==> config.mk <==
export PLATFORM = sky130hd
export DESIGN_NAME = quad_pos_decoder
export DESIGN_NICKNAME = d
export VERILOG_FILES = /design/src/rtl/quad_pos_decoder.sv
export SDC_FILE = /design/constraint.sdc
export NUM_CORES = 1
export LEC_CHECK = 0
export CAP_MARGIN = 10
export CORE_MARGIN = 1.5
export CORE_UTILIZATION = 50
export DETAILED_ROUTE_END_ITERATION = 7
export HOLD_SLACK_MARGIN = 0.12
export PLACE_DENSITY = 0.69
export SYNTH_ARGS = -nofsm -noshare
export SYNTH_HDL_FRONTEND = slang
export SYNTH_SLANG_ARGS = --single-unit
==> constraint.sdc <==
create_clock -name clk_12 -period 7.9 [get_ports clk_12]
set_input_delay 1.58 -clock clk_12 [delete_from_list [all_inputs] [get_ports clk_12]]
set_output_delay 1.58 -clock clk_12 [all_outputs]
set_load 0.005 [all_outputs]
==> src/rtl/quad_pos_decoder.sv <==
// rtl/quad_pos_decoder.sv - quadrature decoder with glitch filter, position counter and activity flag
module quad_pos_decoder #(
  parameter int POS_W       = 8,
  parameter int FILT_CYCLES = 3,
  parameter int IDLE_CYCLES = 1200000,
  parameter int SATURATE    = 1
) (
  input  logic             clk_12,
  input  logic             Reset_n,
  input  logic             enc_a,
  input  logic             enc_b,
  input  logic             load,
  input  logic [POS_W-1:0] preset,
  output logic [POS_W-1:0] position,
  output logic             step,
  output logic             dir,
  output logic             err,
  output logic             active
);
  localparam int               IDLE_W   = $clog2(IDLE_CYCLES + 1);
  localparam logic [IDLE_W-1:0] IDLE_MAX = IDLE_W'(IDLE_CYCLES);
  localparam logic [POS_W-1:0]  POS_RST  = {1'b1, {(POS_W-1){1'b0}}};
  localparam logic [POS_W-1:0]  POS_MAX  = '1;
  localparam logic [3:0]        FILT_N   = 4'(FILT_CYCLES);

  logic              r_a_meta;
  logic              r_b_meta;
  logic [1:0]        r_s;
  logic [1:0]        r_s_prev;
  logic [1:0]        r_f;
  logic [3:0]        r_cnt;
  logic              r_primed;
  logic [POS_W-1:0]  r_position;
  logic              r_step;
  logic              r_dir;
  logic              r_err;
  logic [IDLE_W-1:0] r_idle;
  logic              r_active;

  logic              w_pending;
  logic [3:0]        w_cnt_next;
  logic              w_commit;
  logic [1:0]        w_old_idx;
  logic [1:0]        w_new_idx;
  logic [1:0]        w_delta;
  logic              w_up;
  logic              w_down;
  logic              w_illegal;
  logic              w_valid_step;
  logic [POS_W-1:0]  w_pos_stepped;
  logic [IDLE_W-1:0] w_idle_inc;

  always_ff @(posedge clk_12 or negedge Reset_n) begin
    if (!Reset_n) begin
      r_a_meta <= 1'b0;
      r_b_meta <= 1'b0;
      r_s      <= 2'b00;
      r_s_prev <= 2'b00;
    end else begin
      r_a_meta <= enc_a;
      r_b_meta <= enc_b;
      r_s      <= {r_a_meta, r_b_meta};
      r_s_prev <= r_s;
    end
  end

  // Until primed, even a state equal to f must be confirmed, so the decoder locks onto whatever is present.
  assign w_pending  = (r_s != r_f) || !r_primed;
  assign w_cnt_next = (r_s != r_s_prev) ? 4'd1 : r_cnt + 4'd1;
  assign w_commit   = w_pending && (w_cnt_next >= FILT_N);

  // Map {A,B} onto a 0..3 ring in the up direction: 00,10,11,01.
  assign w_old_idx     = {r_f[0], r_f[1] ^ r_f[0]};
  assign w_new_idx     = {r_s[0], r_s[1] ^ r_s[0]};
  assign w_delta       = w_new_idx - w_old_idx;
  assign w_up          = (w_delta == 2'd1);
  assign w_down        = (w_delta == 2'd3);
  assign w_illegal     = (w_delta == 2'd2);
  assign w_valid_step  = w_commit && r_primed && (w_up || w_down);
  assign w_idle_inc    = r_idle + IDLE_W'(1);

  always_comb begin
    w_pos_stepped = r_position;
    if (w_up) begin
      if (!((SATURATE != 0) && (r_position == POS_MAX))) w_pos_stepped = r_position + POS_W'(1);
    end else if (w_down) begin
      if (!((SATURATE != 0) && (r_position == '0))) w_pos_stepped = r_position - POS_W'(1);
    end
  end

  always_ff @(posedge clk_12 or negedge Reset_n) begin
    if (!Reset_n) begin
      r_f      <= 2'b00;
      r_cnt    <= 4'd0;
      r_primed <= 1'b0;
    end else if (w_commit) begin
      r_f      <= r_s;
      r_cnt    <= 4'd0;
      r_primed <= 1'b1;
    end else if (!w_pending) begin
      r_cnt <= 4'd0;
    end else begin
      r_cnt <= w_cnt_next;
    end
  end

  always_ff @(posedge clk_12 or negedge Reset_n) begin
    if (!Reset_n) begin
      r_position <= POS_RST;
      r_step     <= 1'b0;
      r_dir      <= 1'b0;
      r_err      <= 1'b0;
    end else begin
      r_step <= 1'b0;
      r_err  <= w_commit && r_primed && w_illegal;
      if (load) begin
        r_position <= preset;
      end else if (w_valid_step) begin
        r_position <= w_pos_stepped;
        r_step     <= 1'b1;
      end
      if (w_valid_step) r_dir <= w_up;
    end
  end

  always_ff @(posedge clk_12 or negedge Reset_n) begin
    if (!Reset_n) begin
      r_idle   <= '0;
      r_active <= 1'b0;
    end else if (w_valid_step) begin
      r_idle   <= '0;
      r_active <= 1'b1;
    end else if (r_idle != IDLE_MAX) begin
      r_idle <= w_idle_inc;
      if (w_idle_inc == IDLE_MAX) r_active <= 1'b0;
    end
  end

  assign position = r_position;
  assign step     = r_step;
  assign dir      = r_dir;
  assign err      = r_err;
  assign active   = r_active;
endmodule

# --- Word level (Yosys, flattened, before mapping) ---
# Index checks and enable logic that the tools add are counted.
# Widths: inputs -> output; s select.
word_totals:
  out_inout_bits: 12
  reg_bits: 46
  wordCells: 61
classes:
  n_lt_le_gt_ge: 1
  eq_ne: 10
  n_addsub: 5
  bitwise_logic: 2
  muxes: 16
  reduce_logical: 14
op_table:
  columns: ["operator", "n"]
  rows:
  - ["$mux 8", 6]
  - ["$mux 21", 2]
  - ["$add 21x1->21 const B", 1]
  - ["$eq 21x21->1 const B", 1]
  - ["$ne 21x21->1 const B", 1]
  - ["$mux 4", 3]
  - ["$add 8x1->8 const B", 1]
  - ["$eq 8x8->1 const B", 1]
  - ["$logic_not 8->1", 1]
  - ["$sub 8x1->8 const B", 1]
  - ["$ne 3x3->1 const B", 2]
  - ["$reduce_bool 2->1", 3]
  - ["$mux 1", 5]
  - ["$add 4x1->4 const B", 1]
  - ["$eq 2x2->1 const B", 2]
  - ["$ge 4x2->1 const B", 1]
  - ["$logic_and 1x1->1", 4]
  - ["$ne 2x2->1", 2]
  - ["$reduce_and 4->1", 1]
  - ["$reduce_bool 3->1", 1]
  - ["$eq 2x1->1 const B", 1]
  - ["$logic_or 1x1->1", 2]
  - ["$reduce_and 2->1", 1]
  - ["$sub 2x2->2", 1]
  - ["other kinds (2)", 3]

# --- Longest topological paths before layout ---
# Gate-level depths: netlist (run 1).
logic_depth:
  word_depth: 8
  ltp_mapped: 11
  ltp_nobuf: 11

# --- Least setup slack after synthesis (run 1) ---
# OpenSTA, ideal clock, no wires.
synth_timing:
  path_kind: "register to register"
  startpoint: "register r_s[0]"
  endpoint: "register r_position[7], in the netlist position[7]"
  synth_period_minus_slack_ns: 2.942
  setup_ns: 0.077
  setup_slack_ns: 4.958
  stages_incl_launch_ff: 12
  required_time_ns: 7.823
  t_arrival_ns: 2.864
  cell_sequence: "dfrtp_1 xnor2_1 ha_1 xnor2_1 or2_1 ha_1 a21oi_1 o211ai_1 o41ai_1 xor2_1 or3_1 a31oi_1"
synth_via:
  elab_chain_cells: 8
synth_lines:
  columns: ["item", "line", "rtl"]
  rows:
  - ["start: declaration", "28", "logic [1:0] r_s;"]
  - ["start signal: assignment", "62", "r_s <= {r_a_meta, r_b_meta};"]
  - ["$ne 2x2->1", "69", "assign w_cnt_next = (r_s != r_s_prev) ? 4'd1 : r_cnt + 4'd1;"]
  - ["$mux 4", "69", null]
  - ["$ge 4x2->1", "70", "assign w_commit = w_pending && (w_cnt_next >= FILT_N);"]
  - ["$logic_and 1x1->1", "70", null]
  - ["$logic_and 1x1->1 (2 in a row)", "79", "assign w_valid_step = w_commit && r_primed && (w_up || w_down);"]
  - ["$reduce_bool 2->1 (no source line)", null, null]
  - ["$reduce_and 4->1 (no source line)", null, null]
  - ["end signal: assignment", "117", "r_position <= preset;"]
  - ["end signal: assignment", "119", "r_position <= w_pos_stepped;"]
  - ["end: declaration", "33", "logic [POS_W-1:0] r_position;"]
# Parallel ways exist; a longest one is shown, timed or not. The select of a mux whose other input is x is not followed.
# A chain may end at the register's enable or synchronous reset.

# --- Final worst setup path (run 1) ---
# Ends and elaborated chain as after synthesis.

==> results of run 1 <==
cells by family after synthesis:
logic type,share of synthesized area
AND/OR/NAND/NOR,0.237
AO/OA/AOI/OAI,0.115
flip-flops,0.428
XOR/XNOR,0.107
buffers and inverters,0.0237
adder cells (fa/ha/maj),0.0539
multiplexers,0.0344
other,0.00139
power breakdown:
part	internal, mW	total (mW)	switching, mW
logic	0.186	0.388	0.202
clock network	0.0662	0.153	0.0865
registers	0.273	0.326	0.0530
cells in the final DEF, fill, tap and decap left out, types with 3 or more instances in the layout:
cell	instances
inv_1	9
clkdlybuf4s50_1	23
nor2b_1	3
o21ai_0	7
nor3_1	5
and2_1	5
a31oi_1	6
nand4_1	10
o21ai_1	6
dfrtp_1	45
mux2i_1	7
ha_1	10
nand3_1	15
a21oi_1	15
nand2_1	23
xor2_1	14
clkbuf_8	5
and3_1	3
and4_1	3
xnor2_1	17
nand3b_1	3
nor2_1	33
or3_1	5
nor4_1	3
stage by stage:
stage | total power [mW] | utilization
final | 0.867 | 0.601
after global routing | 0.947 | 0.601
after CTS | 0.875 | 0.601
after detailed placement | 0.714 | 0.582
after global placement | 0.710 | 0.582
after floorplan | 0.619 | -
critical path, stage by stage, from the launching register on:
cell      delay [ps]
dfrtp_1          470
xnor2_1          160
ha_1             210
xnor2_1          440
or2_1            370
ha_1             290
a21oi_1          160
o211ai_1         140
o41ai_1          340
xor2_1           120
or3_1            310
a31oi_1          160
per-layer routing:
| metal | part of all wire | vias up |
|---|---|---|
| met4 | 0.013 | 0 |
| met2 | 0.48 | 58 |
| met1 | 0.46 | 994 |
| li1 | - | 1056 |
| met5 | 0 | - |
| met3 | 0.046 | 8 |
layout make-up:
| class | count | area share |
|---|---|---|
| Multi-Input combinational cell | 224 | 0.480 |
| Sequential cell | 46 | 0.373 |
| Timing Repair Buffer | 24 | 0.0762 |
| Tap cell | 70 | 0.0284 |
| Clock buffer | 5 | 0.0223 |
| Inverter | 9 | 0.0109 |
| Clock inverter | 3 | 0.00932 |
worst paths after layout:
kind,cells past startpoint,startpoint,to
min reg2reg,0,r_b_meta,r_s[0]
max in group asynchronous,1,Reset_n,r_idle[20]
max,11,r_s[0],position[7]
min in group asynchronous,1,Reset_n,r_idle[2]
max reg2reg,11,r_s[0],position[7]
min,0,r_b_meta,r_s[0]
sequential cells by signal, summed over array words and instances (netlist names):
name,count
r_idle,21
position,8
r_cnt,4
r_f,2
r_s,2
r_s_prev,2
active,1
dir,1
err,1
r_a_meta,1
r_b_meta,1
r_primed,1
step,1
==> metrics.md, run 1 <==
| Metric | Value |
|---|---|
| Ys Warns | `0` |
| Final #Nets | `between 300 and 400` |
| Wire per inst | `between 10 and 15 microns` |
| Worst skew pair latency | `300 ps` |
| Worst vdd ir | `0.000194 V` |
| Commonest cells in the netlist | `dfrtp_1, nor2_1, nand2_1` |
| Hold_buf cts | `0` |
| H-tree levels | `2` |
| Sink Count | `46` |
| Post-synth top area share | `0.418` |
| Seq/Total Area, Yosys | `0.428` |
| FMAX | `a little over 0.3 GHz` |
| Pwr Density | `roughly 280 mW/mm^2` |
| Crit end category | `register` |
| Cell Area, Synth | `0.00269 sq mm` |
| Final setup margin | `around 4600 ps` |
| Post-CTS Setup Repair Bufs | `0` |
| CP Data Arrival Time | `3480 ps` |
| Width of the chip | `76.4 microns` |
| Status | `finished clean` |
| Worst clock skew | `~6.4 ps` |
| Highest net fanout along the worst path | `8` |
| Fin crit share | `0.412` |
| First-pass GRT wire length | `9.27 mm` |
| Multi-input logic area | `0.00148 sq mm` |
| Post-Route WL | `5.15 mm` |
| Main area contributors after synthesis | `dfrtp_1, xnor2_1, ha_1, nor2_1, xor2_1` |
| Placed cell count | `373` |
| Aggregate global routing overflow | `0` |
| Drt initial violations | `114` |
| Diodes inserted | `0` |
| Setup Slack @ Placement | `roughly 4700 ps` |
| Detailed Place HPWL | `3.67 mm` |
| FFs w/ async S/R, synth | `1.00` |
| FF-to-FF setup slack | `approximately 4600 ps` |
| Startpoint types | `register` |
| Die area | `between 0.005 and 0.006 sq mm` |
| RSZ-0062 raised after global routing | `no` |
| Busiest grt layer | `met2` |
| I/O pin total | `25` |
| Placer Congestion | `0.894` |
| Antenna-violating nets left | `0` |
| Avg Inst Size Synth | `roughly 9.4 sq um` |
| Drt first pass iters | `4` |
| WS Path Type | `reg2reg` |
| Share of layout cells above drive strength 1 | `0.0675` |
| Met2 Usage GRT | `0.320` |
| Total global-route track usage | `0.193` |
| Worst Hold Slack | `around 360 ps` |
| P_leak | `1.29 nW` |
| Via count | `2116` |
| Initial antenna violation count | `0` |
| Final std cells w/o fill | `~380` |
| Final hold violation count | `0` |
| Actual slew at the worst max-slew pin | `997 ps` |
| Number of flops mapped to enable cells by yosys | `0` |
| CTS buffer count | `5` |
| Met1 GRT Util | `0.261` |
| Starting Density | `0.524` |
| Layout area overhead | `14.6%` |
| Post-CTS Resized | `0` |
| # fillers | `469` |
| Worst EP required | `between 8000 and 9000 ps` |
| Unique cell type count in the Yosys netlist | `51` |
| Hold WC Path Type | `reg2reg` |
| Slew headroom | `0.335` |
| Residual DRC count | `0` |
| Max Slew Vio Count | `0` |
| Top-count cell post-synth | `dfrtp_1` |
| Core ar. | `0.00514 sq mm` |
| Cells after Synth | `between 200 and 300` |
| PortBufs | `24` |
| Max Cap Viol | `0` |
| Core Rows | `26` |
| Clk buf depth | `2` |
| CTS root buf | `clkbuf_8` |
| Design Area, Final | `0.00309 sq mm` |
| Register area | `approximately 0.0012 sq mm` |
| Final TNS setup | `0 ps` |
| Top FF cell, synth | `dfrtp_1` |
| Placed cell areas | `0.00299 sq mm` |
| Synth Register Bits | `46` |
| Die Span Y | `~76 microns` |
| Maximum number of pins on one net before global-route repair | `47` |
| Final setup vio count | `0` |
| TritonCTS clock tree | `yes` |
| Vias in the first global route | `between 2000 and 2500` |
| Area leader, netlist | `dfrtp_1` |
| Clk slew on worst S/H paths | `90 ps` |
| GR Util met3 | `0.0347` |
| Via-to-Cell Ratio | `5.55` |
| Fin crit period | `about 3300 ps` |
Note: power is estimated with default switching activity, not from simulation.
==> run 2, diff against run 1 <==
Settings changed: PLACE_DENSITY 0.69 to 0.72.
Clock period 7.9 ns to 2.7 ns, I/O delays scaled along.
==> run 2 against run 1 <==
Power increased to 3.4 times the previous value; first-iteration DRC count decreased by 12%; clock power increased to 3.0 times the previous value; wire length increased by 9.1%; via count increased by 3.6%; clock-buffer cell count unchanged; utilization increased by 4.2 points; final cell count increased by 4.5%; combinational power increased to 3.9 times the previous value; maximum frequency increased by 21%; hold slack got worse by 170 ps; critical path type unchanged; critical endpoint unchanged.
==> metrics.md, run 2 (synthesis results as in run 1) <==
| Metric | Value |
|---|---|
| I/O pin total | `25 (unchanged)` |
| Detailed Place HPWL | `4.02 mm (+9.6%)` |
| Crit end category | `register` |
| Final Util | `0.642 (+0.0416)` |
| Via-to-Cell Ratio | `5.51 (-0.83%)` |
| Post-Route WL | `5.62 mm (+9.1%)` |
| # fillers | `446 (-4.9%)` |
| Fin crit share | `0.996 (+0.584)` |
| WS Path Type | `reg2reg` |
| Placer Congestion | `0.856 (-4.2%)` |
| RSZ-0062 raised after global routing | `yes` |
| FMAX | `0.372 GHz (+21%)` |
| Final TNS setup | `0 ps (unchanged)` |
| Commonest cells after routing, fill and taps aside | `dfrtp_1, nor2_1, nand2_1, clkdlybuf4s50_1, buf_4` |
| TritonCTS clock tree | `yes` |
| Residual DRC count | `0 (unchanged)` |
| P_leak | `1.39 nW (+7.8%)` |
| Hold WC Path Type | `in2async` |
| Drt first pass iters | `4 (unchanged)` |
| Final #Nets | `351 (+5.1%)` |
| Share of layout cells above drive strength 1 | `0.149 (+0.0819)` |
| Max Slew Vio Count | `0 (unchanged)` |
| Core ar. | `0.00514 sq mm (unchanged)` |
| Antenna-violating nets left | `0 (unchanged)` |
| Sink Count | `46 (unchanged)` |
| Design Area, Final | `0.00330 sq mm (+6.9%)` |
| First-pass GRT wire length | `9.84 mm (+6.2%)` |
| Final setup vio count | `0 (unchanged)` |
| Worst vdd ir | `0.000585 V (+200%)` |
| PortBufs | `24 (unchanged)` |
| Worst EP required | `2930 ps (-5200 ps)` |
| Maximum number of pins on one net before global-route repair | `27 (-43%)` |
| Fin crit period | `2690 ps (-563 ps)` |
| Startpoint types | `register` |
| Starting Density | `0.524 (unchanged)` |
| CP Data Arrival Time | `2920 ps (-560 ps)` |
| Worst clock skew | `6.45 ps (+0.0782 ps)` |
| Status | `finished clean` |
| Register area | `0.00115 sq mm (unchanged)` |
| Highest net fanout along the worst path | `6 (-2)` |
| Most flops, register | `r_idle` |
| Core Rows | `26 (unchanged)` |
| Wire per inst | `14.1 microns (+4.4%)` |
| Diodes inserted | `0 (unchanged)` |
| Die area | `0.00583 sq mm (unchanged)` |
| Clk slew on worst S/H paths | `90 ps (about the same)` |
| Final hold violation count | `0 (unchanged)` |
| Clk buf depth | `2 (unchanged)` |
| Worst Hold Slack | `182 ps (-173 ps)` |
| Leading cell type in the layout, fill and taps excluded | `dfrtp_1` |
| Max reg flops | `21 (unchanged)` |
| Pwr Density | `883 mW/mm^2 (+210%)` |
| Die Span Y | `76.4 microns (unchanged)` |
| H-tree levels | `2 (unchanged)` |
| Total global-route track usage | `0.205 (+0.0122)` |
| Layout area overhead | `22.6%` |
| Drt initial violations | `100 (-12%)` |
| Placed cell areas | `0.00310 sq mm (+3.6%)` |
| Max Cap Viol | `0 (unchanged)` |
| Multi-input logic area | `0.00157 sq mm (+5.8%)` |
| Worst skew pair latency | `300 ps (about the same)` |
| CTS root buf | `clkbuf_8` |
| Vias in the first global route | `2208 (+9.6%)` |
| Initial antenna violation count | `0 (unchanged)` |
| Aggregate global routing overflow | `0 (unchanged)` |
| CTS buffer count | `5 (unchanged)` |
| Via count | `2192 (+3.6%)` |
| Width of the chip | `76.4 microns (unchanged)` |
[run 2: worst paths after layout]
| path | start | end | slack [ps] | cells past startpoint |
|---|---|---|---|---|
| worst max-delay path | r_s[0] | position[7] | 10 | 11 |
| worst min-delay path | Reset_n | r_idle[7] | 180 | 1 |
| worst max register to register | r_s[0] | position[7] | 10 | 11 |
| worst min register to register | r_a_meta | r_s[1] | 350 | 0 |
| max in group asynchronous | Reset_n | r_a_meta | 1820 | 2 |
| min in group clk_12 | r_a_meta | r_s[1] | 350 | 0 |
[run 2: repair_timing]
item                                    CTS  global route
endpoints found under the hold margin     0             0
pin swaps                                 6             2
hold buffers                              0             0
endpoints found under the setup margin    1             3
setup buffers                             4             1
resized for setup                         6             3
[run 2: layout make-up]
class	count	share of cell area
multi-input cells	224	0.475
flip-flops and latches	46	0.349
repair buffers	41	0.110
well taps	70	0.0265
clock buffers	5	0.0208
inverters	9	0.0102
clock inverters	3	0.00872
[run 2: critical path: stages, from the launching register on]
cell and delay [ps]:
dfrtp_1 430, xnor2_2 150, ha_2 190, xnor2_2 130
or2_4 300, ha_4 220, a21oi_2 150, o211ai_1 140
o41ai_2 330, xor2_1 110, or3_1 310, a31oi_1 140
[run 2: report_power, final]
group	leakage (nW)	switching, mW	internal [mW]
Combinational	0.759	0.699	0.800
Clock	0.0506	0.261	0.194
Sequential	0.579	0.162	0.798
Total	1.39	1.12	1.79
[run 2: per-stage QoR]
step	power, mW	cells	setup slack, ps
after global routing	3.12	398	-116
after CTS	2.87	397	15.2
final	2.91	398	11.6
after global placement	2.21	385	46.5
after floorplan	1.86	286	1.09
after detailed placement	2.25	385	-53.9
[run 2: layer usage]
metal / up-vias / GRT usage / wire, microns
li1: 1095 / - / -
met1: 1060 / 0.248 / 2600
met2: 29 / 0.377 / 2840
met3: 8 / 0.0335 / 125
met4: 0 / 0.0519 / 64
met5: - / 0 / 0
==> run 3, diff against run 2 <==
Settings changed: CAP_MARGIN 10 to 20.
==> results of run 3 <==
Final layout, timing and power as in run 2 (identical DEF).
